==> src/rtl/uart_pkg.sv <==
// Shared types and constants for the UART transmit path.
// State encoding is fixed so line-side debug taps stay stable.
package uart_pkg;

    typedef enum logic [2:0] {
        IDLE   = 3'b000,
        START  = 3'b001,
        DATA   = 3'b011,
        PARITY = 3'b010,
        STOP   = 3'b110
    } tx_state_t;

    localparam logic PAR_EVEN = 1'b0;
    localparam logic PAR_ODD  = 1'b1;

    localparam int DATA_WIDTH_MIN = 5;
    localparam int DATA_WIDTH_MAX = 9;

endpackage

==> src/rtl/uart_baud_strobe.sv <==
// Bit-period prescaler: strobes on the last cycle of each bit.
// Held at zero while idle so every frame starts on a clean period.
module uart_baud_strobe #(
    parameter int PRESCALE_WIDTH = 16
) (
    input  logic                      clk,
    input  logic                      reset_n,
    input  logic                      run,
    input  logic [PRESCALE_WIDTH-1:0] prescale,
    output logic                      bit_strobe
);

    logic [PRESCALE_WIDTH-1:0] cnt;

    assign bit_strobe = run && (cnt == prescale);

    always_ff @(posedge clk or negedge reset_n) begin
        if (!reset_n) begin
            cnt <= '0;
        end else if (!run || bit_strobe) begin
            cnt <= '0;
        end else begin
            cnt <= cnt + PRESCALE_WIDTH'(1);
        end
    end

endmodule

==> src/rtl/uart_tx_engine.sv <==
// UART transmit engine: start, LSB-first data, optional parity, 1/2 stop.
// Frame configuration is captured on acceptance and held for the frame.
module uart_tx_engine
    import uart_pkg::*;
#(
    parameter int DATA_WIDTH     = 8,
    parameter int PRESCALE_WIDTH = 16
) (
    input  logic                      clk,
    input  logic                      reset_n,
    input  logic [DATA_WIDTH-1:0]     p_data,
    input  logic                      data_valid,
    input  logic                      par_en,
    input  logic                      par_typ,
    input  logic                      stop2,
    input  logic [PRESCALE_WIDTH-1:0] prescale,
    output logic                      tx_out,
    output logic                      busy,
    output logic                      tx_done
);

    localparam logic [3:0] LAST_BIT = 4'(DATA_WIDTH - 1);

    tx_state_t                 state;
    logic [DATA_WIDTH-1:0]     shreg;
    logic [PRESCALE_WIDTH-1:0] prescale_q;
    logic [3:0]                bit_cnt;
    logic                      par_en_q;
    logic                      par_bit_q;
    logic                      stop2_q;
    logic                      bit_strobe;

    uart_baud_strobe #(
        .PRESCALE_WIDTH(PRESCALE_WIDTH)
    ) u_baud (
        .clk       (clk),
        .reset_n   (reset_n),
        .run       (busy),
        .prescale  (prescale_q),
        .bit_strobe(bit_strobe)
    );

    always_ff @(posedge clk or negedge reset_n) begin
        if (!reset_n) begin
            state      <= IDLE;
            shreg      <= '0;
            prescale_q <= '0;
            bit_cnt    <= '0;
            par_en_q   <= 1'b0;
            par_bit_q  <= 1'b0;
            stop2_q    <= 1'b0;
            tx_out     <= 1'b1;
            busy       <= 1'b0;
            tx_done    <= 1'b0;
        end else begin
            tx_done <= 1'b0;
            case (state)
                IDLE: begin
                    tx_out <= 1'b1;
                    busy   <= 1'b0;
                    if (data_valid) begin
                        state      <= START;
                        busy       <= 1'b1;
                        tx_out     <= 1'b0;
                        shreg      <= p_data;
                        prescale_q <= prescale;
                        par_en_q   <= par_en;
                        par_bit_q  <= (^p_data) ^ (par_typ == PAR_ODD);
                        stop2_q    <= stop2;
                        bit_cnt    <= '0;
                    end
                end
                START: begin
                    if (bit_strobe) begin
                        state   <= DATA;
                        tx_out  <= shreg[0];
                        bit_cnt <= '0;
                    end
                end
                DATA: begin
                    if (bit_strobe) begin
                        if (bit_cnt == LAST_BIT) begin
                            bit_cnt <= '0;
                            if (par_en_q) begin
                                state  <= PARITY;
                                tx_out <= par_bit_q;
                            end else begin
                                state  <= STOP;
                                tx_out <= 1'b1;
                            end
                        end else begin
                            bit_cnt <= bit_cnt + 4'd1;
                            shreg   <= shreg >> 1;
                            tx_out  <= shreg[1];
                        end
                    end
                end
                PARITY: begin
                    if (bit_strobe) begin
                        state   <= STOP;
                        tx_out  <= 1'b1;
                        bit_cnt <= '0;
                    end
                end
                STOP: begin
                    if (bit_strobe) begin
                        if (bit_cnt == {3'b000, stop2_q}) begin
                            state   <= IDLE;
                            busy    <= 1'b0;
                            tx_done <= 1'b1;
                            tx_out  <= 1'b1;
                            bit_cnt <= '0;
                        end else begin
                            bit_cnt <= bit_cnt + 4'd1;
                        end
                    end
                end
                default: begin
                    // Corrupted state: drop back to a quiet idle line.
                    state   <= IDLE;
                    bit_cnt <= '0;
                    tx_out  <= 1'b1;
                    busy    <= 1'b0;
                    tx_done <= 1'b0;
                end
            endcase
        end
    end

endmodule

==> config.mk <==
export PLATFORM = sky130hd
export DESIGN_NAME = uart_tx_engine
export DESIGN_NICKNAME = d
export VERILOG_FILES = /design/src/rtl/uart_pkg.sv /design/src/rtl/uart_baud_strobe.sv /design/src/rtl/uart_tx_engine.sv
export SDC_FILE = /design/constraint.sdc
export NUM_CORES = 1
export LEC_CHECK = 0
export CAP_MARGIN = 20
export CORE_MARGIN = 3
export CORE_UTILIZATION = 60
export DETAILED_ROUTE_END_ITERATION = 16
export PLACE_DENSITY_LB_ADDON = 0.12
export SLEW_MARGIN = 20
export SYNTH_ARGS = -nofsm -noshare
export SYNTH_HDL_FRONTEND = slang
export SYNTH_SLANG_ARGS = --single-unit
==> constraint.sdc <==
create_clock -name clk -period 3.81 [get_ports clk]
set_input_delay 1.143 -clock clk [delete_from_list [all_inputs] [get_ports clk]]
set_output_delay 1.143 -clock clk [all_outputs]
set_load 0.01 [all_outputs]
==> reports/qor.txt, run 1 <==
Fmax = 353.0 MHz
Max IR drop VDD = 0.0002301 V
Setup Fix Bufs, Post-CTS = 0
Ports = 33
Critical path class = reg -> out
Syn-to-layout area delta = 14.56%
Sequential fraction of the synthesis area = 0.4697
Area after DPL = 3148 µm²
Core area = 4444 µm²
Period utilisation layout = 0.7434
Die Width = 74.64 µm
Top post-synthesis cells by area = dfrtp_1 46%, nand2_1 11%, xnor2_1 8.4%
GP Congestion = 0.8268
Worst setup EP type = output port
Register bit total from synthesis = 53
Share of the synthesized area in the top cell type = 0.4604
WP buf/inv = 1
Final WL = 5726 µm
Leakage = 1.465 nW
Post-DP HPWL = 4086 µm
Hold WS = 0.4855 ns
CP top delay family = flip-flops
Final Hold Viols = 0
Critical Path RT = 2.67 ns
Worst Hold Class = reg -> reg
Remaining DRCs = 0
FF-to-FF path depth = 6
Hold Crit Depth = 2
Fin area = 3238 µm²
Vias in the first global route = 2076
Hold buffers post-CTS = 0
Initial DRC Count = 123
RSZ-0062 raised after global routing = no
Mapped Area = 2826 µm²
Layout cells sized above 1 = 0.06490
Initial antenna violation count = 0
CTS root buf = clkbuf_8
Cts bufs inserted = 5
FFs w/ async S/R, synth = 1.000
Gates resized, CTS repair = 0
Largest net degree at the start of global routing = 30
CP Launch Type = register
EDFF count, synth = 0
Rel. slew slack = 0.3990
WL per Instance = 14.64 µm
Final Critical Period = 2.833 ns
Critical path cell sequence = clkdlybuf4s50_1
Slew at the pin closest to its max-slew limit = 0.9015 ns
H-tree levels = 2
Setup TNS Final = 0 ns
Detail Route Antenna Nets = 0
Hold path startpoint = par_bit_q
Mapped Avg Cell Area = 9.030 µm²
Max Slew Vio Count = 0
Wire length of the first global-routing pass = 9798 µm
Clock-pin transition on the worst setup and hold timing paths = 0.09 ns
Max-cap violations = 0
Yosys cell types = 49
Vias per cell = 5.688
Die height = 74.64 µm
Number of port buffers = 32
Vias = 2224
Pwr/cell area = 355.4 nW/µm²
CTS Buffer Depth = 2
Worst-path cell with the longest stage delay = dfrtp_1
ANT cells = 0
Total power = 1.151 mW
CTS tree = built
R2R Path End = u_baud.cnt[10]
Warnings, synthesis = 0
Nets@finish = 371
Most common cell after layout, fill and taps aside = nand2_1
Clk_skew = 0.004791 ns
TritonRoute pass-1 iters = 4
Worst Path Arrival = 1.69 ns
GR Overflow Total = 0
Row cnt = 24
R2R setup slack = 1.62 ns
Die area = 5570 µm²
Mapped Cells = 313
Commonest non-fill, non-tap cells in the layout = 84 x nand2_1, 52 x dfrtp_1, 31 x clkdlybuf4s50_1, 29 x nor2_1, 27 x xnor2_1
Primary FF master, synth = dfrtp_1
Mapped Nets = 345
Worst r2r src = u_baud.cnt[2]
Gr usage total = 0.2294
Run status = complete, no violations
Starting Density = 0.6360
CTS sink count = 53
Worst path max stage delay = 0.73 ns
Final setup vio count = 0
Critical Path Fanout Max = 18
Clock network latency to the later pin of the worst-skew pair = 0.30 ns
Hold endpoint = par_bit_q
Area leader, netlist = dfrtp_1
==> cell type report <==
| class | count | area [µm²] |
|---|---|---|
| fill | 360 | 1206 |
| inverter | 6 | 22.52 |
| tap | 52 | 65.06 |
| sequential | 53 | 1328 |
| clock buffer | 6 | 82.58 |
| timing repair buffer | 35 | 337.8 |
| clock inverter | 1 | 7.507 |
| multi-input combinational | 238 | 1395 |
==> how the worst max path moves through the flow <==
stage          startpoint  cells after the start  slack (ns)         end
2_1_floorplan  data_valid                      4        1.70  bit_cnt[3]
5_1_grt              busy                      1        0.89        busy
3_5_place_dp   data_valid                      5        0.89    shreg[2]
3_3_place_gp   data_valid                      5        0.95   par_bit_q
6_report             busy                      1        0.98        busy
4_1_cts              busy                      1        0.96        busy
==> cell usage after synthesis, types with 2 or more instances <==
library cell  count
a211o_1           2
a21oi_1           4
a2bb2oi_1         2
a31o_2            2
and2_1            3
and3_1            4
and4_1            3
buf_2             4
buf_4             2
clkbuf_1          8
dfrtp_1          52
ha_1              2
inv_1             6
nand2_1          84
nand2b_1          5
nand3_1           3
nand3b_1          2
nand4_1          17
nor2_1           29
nor4_2            2
o211ai_1          7
o21ai_0           4
o2bb2ai_1         2
or3_1             2
xnor2_1          27
xor2_1           12
==> power breakdown <==
part	internal (mW)	total (mW)	switching, mW	leakage, nW
registers	0.610	0.652	0.0423	0.692
clock network	0.144	0.321	0.177	0.0433
logic	0.0957	0.178	0.0819	0.730
==> kinds of logic after synthesis <==
group                    after synthesis  share of synthesized area
AO/OA/AOI/OAI                         33                    0.08722
multiplexers                           2                   0.007525
buffers and inverters                 22                    0.03674
AND/OR/NAND/NOR                      162                     0.2691
XOR/XNOR                              39                     0.1209
adder cells (fa/ha/maj)                2                   0.008852
flip-flops                            53                     0.4697
==> worst min-delay path, cell delays in order, from the launching register on <==
cell and delay, ns:
dfrtp_1 0.35, nand2_1 0.05, o21ai_0 0.06
==> metrics by stage <==
step / setup WS (ns) / util / instances
4_1_cts: 0.9622 / 0.7286 / 391
3_3_place_gp: 0.9454 / 0.7083 / 384
2_1_floorplan: 1.698 / - / 313
6_report: 0.9775 / 0.7286 / 391
5_1_grt: 0.8908 / 0.7286 / 391
3_5_place_dp: 0.8907 / 0.7083 / 384
==> layer usage <==
layer	global-route usage	routed length (µm)	up-vias
met4	0.05929	53	0
li1	-	-	1100
met3	0.04940	267	5
met5	0	0	-
met1	0.3417	2882	1054
met2	0.3424	2523	65
==> registers in the layout (all words and copies together) (netlist names) <==
name / cells
tx_done: 1
stop2_q: 1
busy: 1
tx_out: 1
u_baud.cnt: 16
par_en_q: 1
prescale_q: 16
state: 3
bit_cnt: 4
par_bit_q: 1
shreg: 8
Power figures use the tool's default switching activity.
==> inputs of run 2 (changes only) <==
--- a/config.mk
+++ b/config.mk
@@ -7,7 +7,7 @@
 export LEC_CHECK = 0
 export CAP_MARGIN = 20
 export CORE_MARGIN = 3
-export CORE_UTILIZATION = 60
+export CORE_UTILIZATION = 56
 export DETAILED_ROUTE_END_ITERATION = 16
 export PLACE_DENSITY_LB_ADDON = 0.12
 export SLEW_MARGIN = 20
==> constraint.sdc (replaced) <==
create_clock -name clk -period 2.7 [get_ports clk]
set_input_delay 0.81 -clock clk [delete_from_list [all_inputs] [get_ports clk]]
set_output_delay 0.81 -clock clk [all_outputs]
set_load 0.01 [all_outputs]
==> run 2 against run 1 <==
  * Via count shrank 0.72%
  * Clock power grew 67%
  * Largest power group unchanged
  * Largest cell class unchanged
  * Routed wire length grew 0.52%
  * Count of clock-buffer cells in the layout is the same
  * Critical endpoint is now u_baud.cnt[8]
  * Power grew 49%
  * Die area grew 6.6%
  * First-iteration DRC count shrank 21%
  * Highest routed layer unchanged
  * Critical path depth grew 5
==> reports/qor.txt, run 2 (synthesis results as in run 1) <==
Run status = complete, no violations
Pwr/cell area = 517.2 nW/µm² (+46%)
Critical path cell sequence = xnor2_1 -> nand4_1 -> nor4_2 -> buf_4 -> nand2b_1 -> nor2_1
GR Overflow Total = 0 (unchanged)
Area of the multi-input gates = 1395 µm² (unchanged)
Max IR drop VDD = 0.0003724 V (+62%)
Remaining DRCs = 0 (unchanged)
Most common cell after layout, fill and taps aside = nand2_1
Hold Crit Depth = 2 (unchanged)
Switch Pwr = 0.4303 mW (+43%)
Gates resized, CTS repair = 0 (unchanged)
Worst path max stage delay = 0.55 ns (-0.18 ns)
Clock share of power = 0.313 (+0.034)
Sequential share of power = 0.531 (-0.036)
Final Core Density = 0.6907 (-0.03789)
R2R setup slack = 0.48 ns (-1.14 ns)
CTS root buf = clkbuf_8
Die height = 77.05 µm (+3.2%)
Fin area = 3306 µm² (+2.1%)
CP Launch Type = register
WL per Instance = 14.07 µm (-3.9%)
Final Critical Period = 2.220 ns
Largest net degree at the start of global routing = 29 (-3.3%)
Setup TNS Final = 0 ns (unchanged)
Rel. slew slack = 0.5436 (+0.1446)
Setup Fix Bufs, Post-CTS = 0 (unchanged)
Power Internal = 1.279 mW (+51%)
ANT cells = 0 (unchanged)
Slew at the pin closest to its max-slew limit = 0.6846 ns (-0.2169 ns)
Register area = 1328 µm² (unchanged)
Vias per cell = 5.399 (-5.1%)
Die area = 5936 µm² (+6.6%)
Period utilisation layout = 0.8221
Biggest regs = prescale_q x16, u_baud.cnt x16, shreg x8
Clk_skew = 0.01209 ns (+0.007295 ns)
Starting Density = 0.5906 (-0.04539)
Commonest non-fill, non-tap cells in the layout = 84 x nand2_1, 52 x dfrtp_1, 31 x clkdlybuf4s50_1, 29 x nor2_1, 27 x xnor2_1
Critical Path RT = 2.86 ns (+0.19 ns)
Clock-pin transition on the worst setup and hold timing paths = 0.10 ns (about the same)
Vias = 2208 (-0.72%)
Layout cells sized above 1 = 0.07018 (+0.005279)
Clock network latency to the later pin of the worst-skew pair = 0.30 ns (about the same)
Final Hold Viols = 0 (unchanged)
Hold path startpoint = par_bit_q
CTS Buffer Depth = 2 (unchanged)
Worst setup EP type = register
Core area = 4786 µm² (+7.7%)
CTS sink count = 53 (unchanged)
Max Slew Vio Count = 0 (unchanged)
Gr usage total = 0.2072 (-0.02220)
Worst Path Arrival = 2.38 ns (+0.69 ns)
Vias in the first global route = 2075 (-0.048%)
Detail Route Antenna Nets = 0 (unchanged)
Max-cap violations = 0 (unchanged)
RSZ-0062 raised after global routing = no
Cts bufs inserted = 5 (unchanged)
Fmax = 450.5 MHz
Post-DP HPWL = 3990 µm (-2.3%)
Syn-to-layout area delta = 16.95%
Worst r2r src = u_baud.cnt[2]
Sw Ratio = 0.2517 (-0.01040)
Initial antenna violation count = 0 (unchanged)
Worst-path cell with the longest stage delay = nand2b_1
Combinational share of power = 0.156 (+0.002)
H-tree levels = 2 (unchanged)
# fillers = 394 (+9.4%)
Wire length of the first global-routing pass = 9825 µm (+0.28%)
GP Congestion = 0.8605 (+4.1%)
Final WL = 5756 µm (+0.52%)
CP top delay family = simple AND/OR/NAND/NOR gates
Ports = 33 (unchanged)
Critical path class = reg -> reg
Nets@finish = 373 (+0.54%)
Die Width = 77.05 µm (+3.2%)
Critical Path Fanout Max = 21 (+3)
Area after DPL = 3194 µm² (+1.5%)
Worst Hold Class = reg -> reg
FF-to-FF path depth = 6 (unchanged)
R2R Path End = u_baud.cnt[8]
TritonRoute pass-1 iters = 4 (unchanged)
Hold endpoint = par_bit_q
WP buf/inv = 1 (unchanged)
CTS tree = built
Final setup vio count = 0 (unchanged)
Row cnt = 25 (+4.2%)
Number of port buffers = 32 (unchanged)
CP startpoint = u_baud.cnt[2]
Initial DRC Count = 97 (-21%)
Hold buffers post-CTS = 0 (unchanged)
Leakage = 1.491 nW (+1.8%)
-- run 2: final cells by class --
cell class	instances	area share
clock buffer	6	0.02195
clock inverter	2	0.01173
inverter	6	0.006813
multi-input combinational	238	0.4220
sequential	53	0.4016
tap	67	0.02536
timing repair buffer	37	0.1105
-- run 2: routing by layer --
metal / global-route usage / share of wire
met1: 0.3092 / 0.51
met5: 0 / 0
met4: 0.04982 / 0.0087
met3: 0.04695 / 0.040
met2: 0.3075 / 0.44
-- run 2: stage by stage --
step           total power, mW  hold slack, ns  instances  setup slack, ns
2_1_floorplan            1.079          0.4413        313           0.9214
3_3_place_gp             1.184          0.4544        401           0.3593
3_5_place_dp             1.192          0.4612        401           0.2985
4_1_cts                  1.724          0.4840        409           0.4257
5_1_grt                  1.802          0.5169        409           0.3161
6_report                 1.710          0.4785        409           0.4804
-- run 2: tightest hold or removal path: cells and delay by family (launching register included) --
| kind | cells | cell delay (ns) |
|---|---|---|
| AOI/OAI and AO/OA | 1 | 0.06 |
| and+or+nand+nor | 1 | 0.04 |
| DFF | 1 | 0.35 |
-- run 2: how the worst max path moves through the flow --
| stage | endpoint | slack, ns | cells past startpoint |
|---|---|---|---|
| after global routing | u_baud.cnt[15] | 0.32 | 6 |
| after detailed placement | bit_cnt[3] | 0.30 | 5 |
| after CTS | u_baud.cnt[8] | 0.43 | 6 |
| after global placement | bit_cnt[3] | 0.36 | 5 |
| after floorplan | bit_cnt[3] | 0.92 | 4 |
| final | u_baud.cnt[8] | 0.48 | 6 |
-- run 2: power groups by stage --
stage / sequential, mW / clock [mW] / combinational [mW]
finish: 0.908 / 0.535 / 0.267
detailed placement: 0.924 / 0 / 0.268
floorplan: 0.913 / 0 / 0.165
global placement: 0.922 / 0 / 0.261
global route: 0.916 / 0.585 / 0.301
CTS: 0.908 / 0.545 / 0.270
==> inputs of run 3 (changes only) <==
==> constraint.sdc (replaced) <==
create_clock -name clk -period 2.32 [get_ports clk]
set_input_delay 0.696 -clock clk [delete_from_list [all_inputs] [get_ports clk]]
set_output_delay 0.696 -clock clk [all_outputs]
set_load 0.01 [all_outputs]
==> run 3 against run 2 <==
  * Final area grew 0.64%
  * First-iteration DRC count increased by 77%
  * Clock skew hardly changed
  * Final cell count is 0.73% higher
  * Routed wire length shrank 2.2%
  * Critical path depth decreased by 5
  * Critical endpoint is now tx_out
  * Largest cell class unchanged
==> reports/qor.txt, run 3 (synthesis results as in run 1) <==
Run status = complete, no violations
Critical Path RT = 1.62 ns (-1.24 ns)
CP top delay family = flip-flops
Worst Path Arrival = 1.38 ns (-1.00 ns)
Final setup vio count = 0 (unchanged)
Critical path cell sequence = clkdlybuf4s50_1
Layout cells sized above 1 = 0.08116 (+0.01098)
Gr usage total = 0.2106 (+0.003379)
Worst-path cell with the longest stage delay = dfstp_2
TritonRoute pass-1 iters = 4 (unchanged)
Syn-to-layout area delta = 17.71%
Ports = 33 (unchanged)
Vias = 2202 (-0.27%)
Nets@finish = 376 (+0.80%)
Critical Path Fanout Max = 2 (-90%)
Commonest non-fill, non-tap cells in the layout = 84 x nand2_1, 52 x dfrtp_1, 31 x clkdlybuf4s50_1, 29 x nor2_1, 27 x xnor2_1
Max-cap violations = 0 (unchanged)
Worst path max stage delay = 0.55 ns (about the same)
Fin area = 3327 µm² (+0.64%)
RSZ-0062 raised after global routing = no
Switch Pwr = 0.5325 mW (+24%)
H-tree levels = 2 (unchanged)
Final Critical Period = 2.077 ns
Wire length of the first global-routing pass = 10080 µm (+2.6%)
Die height = 77.05 µm (unchanged)
Max IR drop VDD = 0.0004290 V (+15%)
Sw Ratio = 0.2766 (+0.02492)
Worst setup EP type = output port
Critical path class = reg -> out
Biggest regs = prescale_q x16, u_baud.cnt x16, shreg x8
Starting Density = 0.5906 (unchanged)
Clock share of power = 0.288 (-0.025)
Initial antenna violation count = 0 (unchanged)
Power Internal = 1.393 mW (+8.9%)
FF-to-FF path depth = 6 (unchanged)
Rel. slew slack = 0.7032 (+0.1596)
Final WL = 5627 µm (-2.2%)
CTS tree = built
Area after DPL = 3229 µm² (+1.1%)
Gates resized, CTS repair = 0 (unchanged)
Largest net degree at the start of global routing = 26 (-10%)
CTS root buf = clkbuf_8
Final Hold Viols = 0 (unchanged)
Period utilisation layout = 0.8953
CP Launch Type = register
Leakage = 1.505 nW (+0.90%)
WP buf/inv = 1 (unchanged)
Die area = 5936 µm² (unchanged)
Detail Route Antenna Nets = 0 (unchanged)
Hold buffers post-CTS = 0 (unchanged)
Core area = 4786 µm² (unchanged)
CTS Buffer Depth = 2 (unchanged)
Fmax = 481.5 MHz
Remaining DRCs = 0 (unchanged)
Combinational share of power = 0.161 (+0.005)
Non-Filler Instances = 412 (+0.73%)
Pwr/cell area = 578.7 nW/µm² (+12%)
Placed cell count = 404 (+0.75%)
Clock network latency to the later pin of the worst-skew pair = 0.31 ns (about the same)
Final Core Density = 0.6952 (+0.004444)
Row cnt = 25 (unchanged)
Cts bufs inserted = 5 (unchanged)
Number of port buffers = 32 (unchanged)
WL per Instance = 13.66 µm (-3.0%)
Initial DRC Count = 172 (+77%)
Sequential share of power = 0.550 (+0.019)
Setup Fix Bufs, Post-CTS = 0 (unchanged)
Worst Hold Class = in -> async
Setup TNS Final = 0 ns (unchanged)
Most common cell after layout, fill and taps aside = nand2_1
Max Slew Vio Count = 0 (unchanged)
Slew at the pin closest to its max-slew limit = 0.4436 ns (-0.2410 ns)
Post-DP HPWL = 4135 µm (+3.6%)
Die Width = 77.05 µm (unchanged)
Vias in the first global route = 2209 (+6.5%)
GP Congestion = 0.8187 (-4.9%)
CTS sink count = 53 (unchanged)
GR Overflow Total = 0 (unchanged)
Clock-pin transition on the worst setup and hold timing paths = 0.10 ns (about the same)
CP Depth = 1 (-5)
ANT cells = 0 (unchanged)
Vias per cell = 5.345 (-1.0%)
Clk_skew = 0.01162 ns (-0.0004624 ns)
## run 3: area by class of cell
type	instances	area [µm²]
clock buffers	5	68.82
well taps	67	83.83
fillers	395	1459
flip-flops and latches	53	1328
repair buffers	40	400.4
multi-input cells	238	1395
inverters	6	22.52
clock inverters	3	28.78
## run 3: per-stage QoR
| step | hold slack [ns] | setup WS, ns | power [mW] |
|---|---|---|---|
| 2_1_floorplan | 0.4004 | 0.6333 | 1.255 |
| 3_3_place_gp | 0.4579 | 0.09200 | 1.379 |
| 3_5_place_dp | 0.4725 | 0.04206 | 1.390 |
| 4_1_cts | 0.3236 | 0.2209 | 1.950 |
| 5_1_grt | 0.3366 | 0.09875 | 2.036 |
| 6_report | 0.3204 | 0.2430 | 1.925 |
## run 3: power by group through the flow
stage	combinational (mW)	clock [mW]	sequential (mW)
floorplan	0.192	0	1.06
finish	0.311	0.555	1.06
detailed placement	0.313	0	1.08
global route	0.351	0.614	1.07
global placement	0.305	0	1.07
CTS	0.315	0.575	1.06
## run 3: per-layer routing
metal / wire length (µm) / vias up / share of wire / global-route usage
met3: 256 / 2 / 0.045 / 0.04108
met5: 0 / - / 0 / 0
li1: - / 1113 / - / -
met1: 2829 / 1030 / 0.50 / 0.2989
met2: 2512 / 57 / 0.45 / 0.3310
met4: 28 / 0 / 0.0050 / 0.05872
## run 3: final timing paths
kind	startpoint	to	slack (ns)
hold reg to reg	par_bit_q	par_bit_q	0.49
hold / removal	reset_n	bit_cnt[2]	0.32
setup reg to reg	u_baud.cnt[3]	shreg[4]	0.29
setup / recovery	tx_out	tx_out	0.24
max in group asynchronous	reset_n	u_baud.cnt[10]	1.39
min in group clk	par_bit_q	par_bit_q	0.49
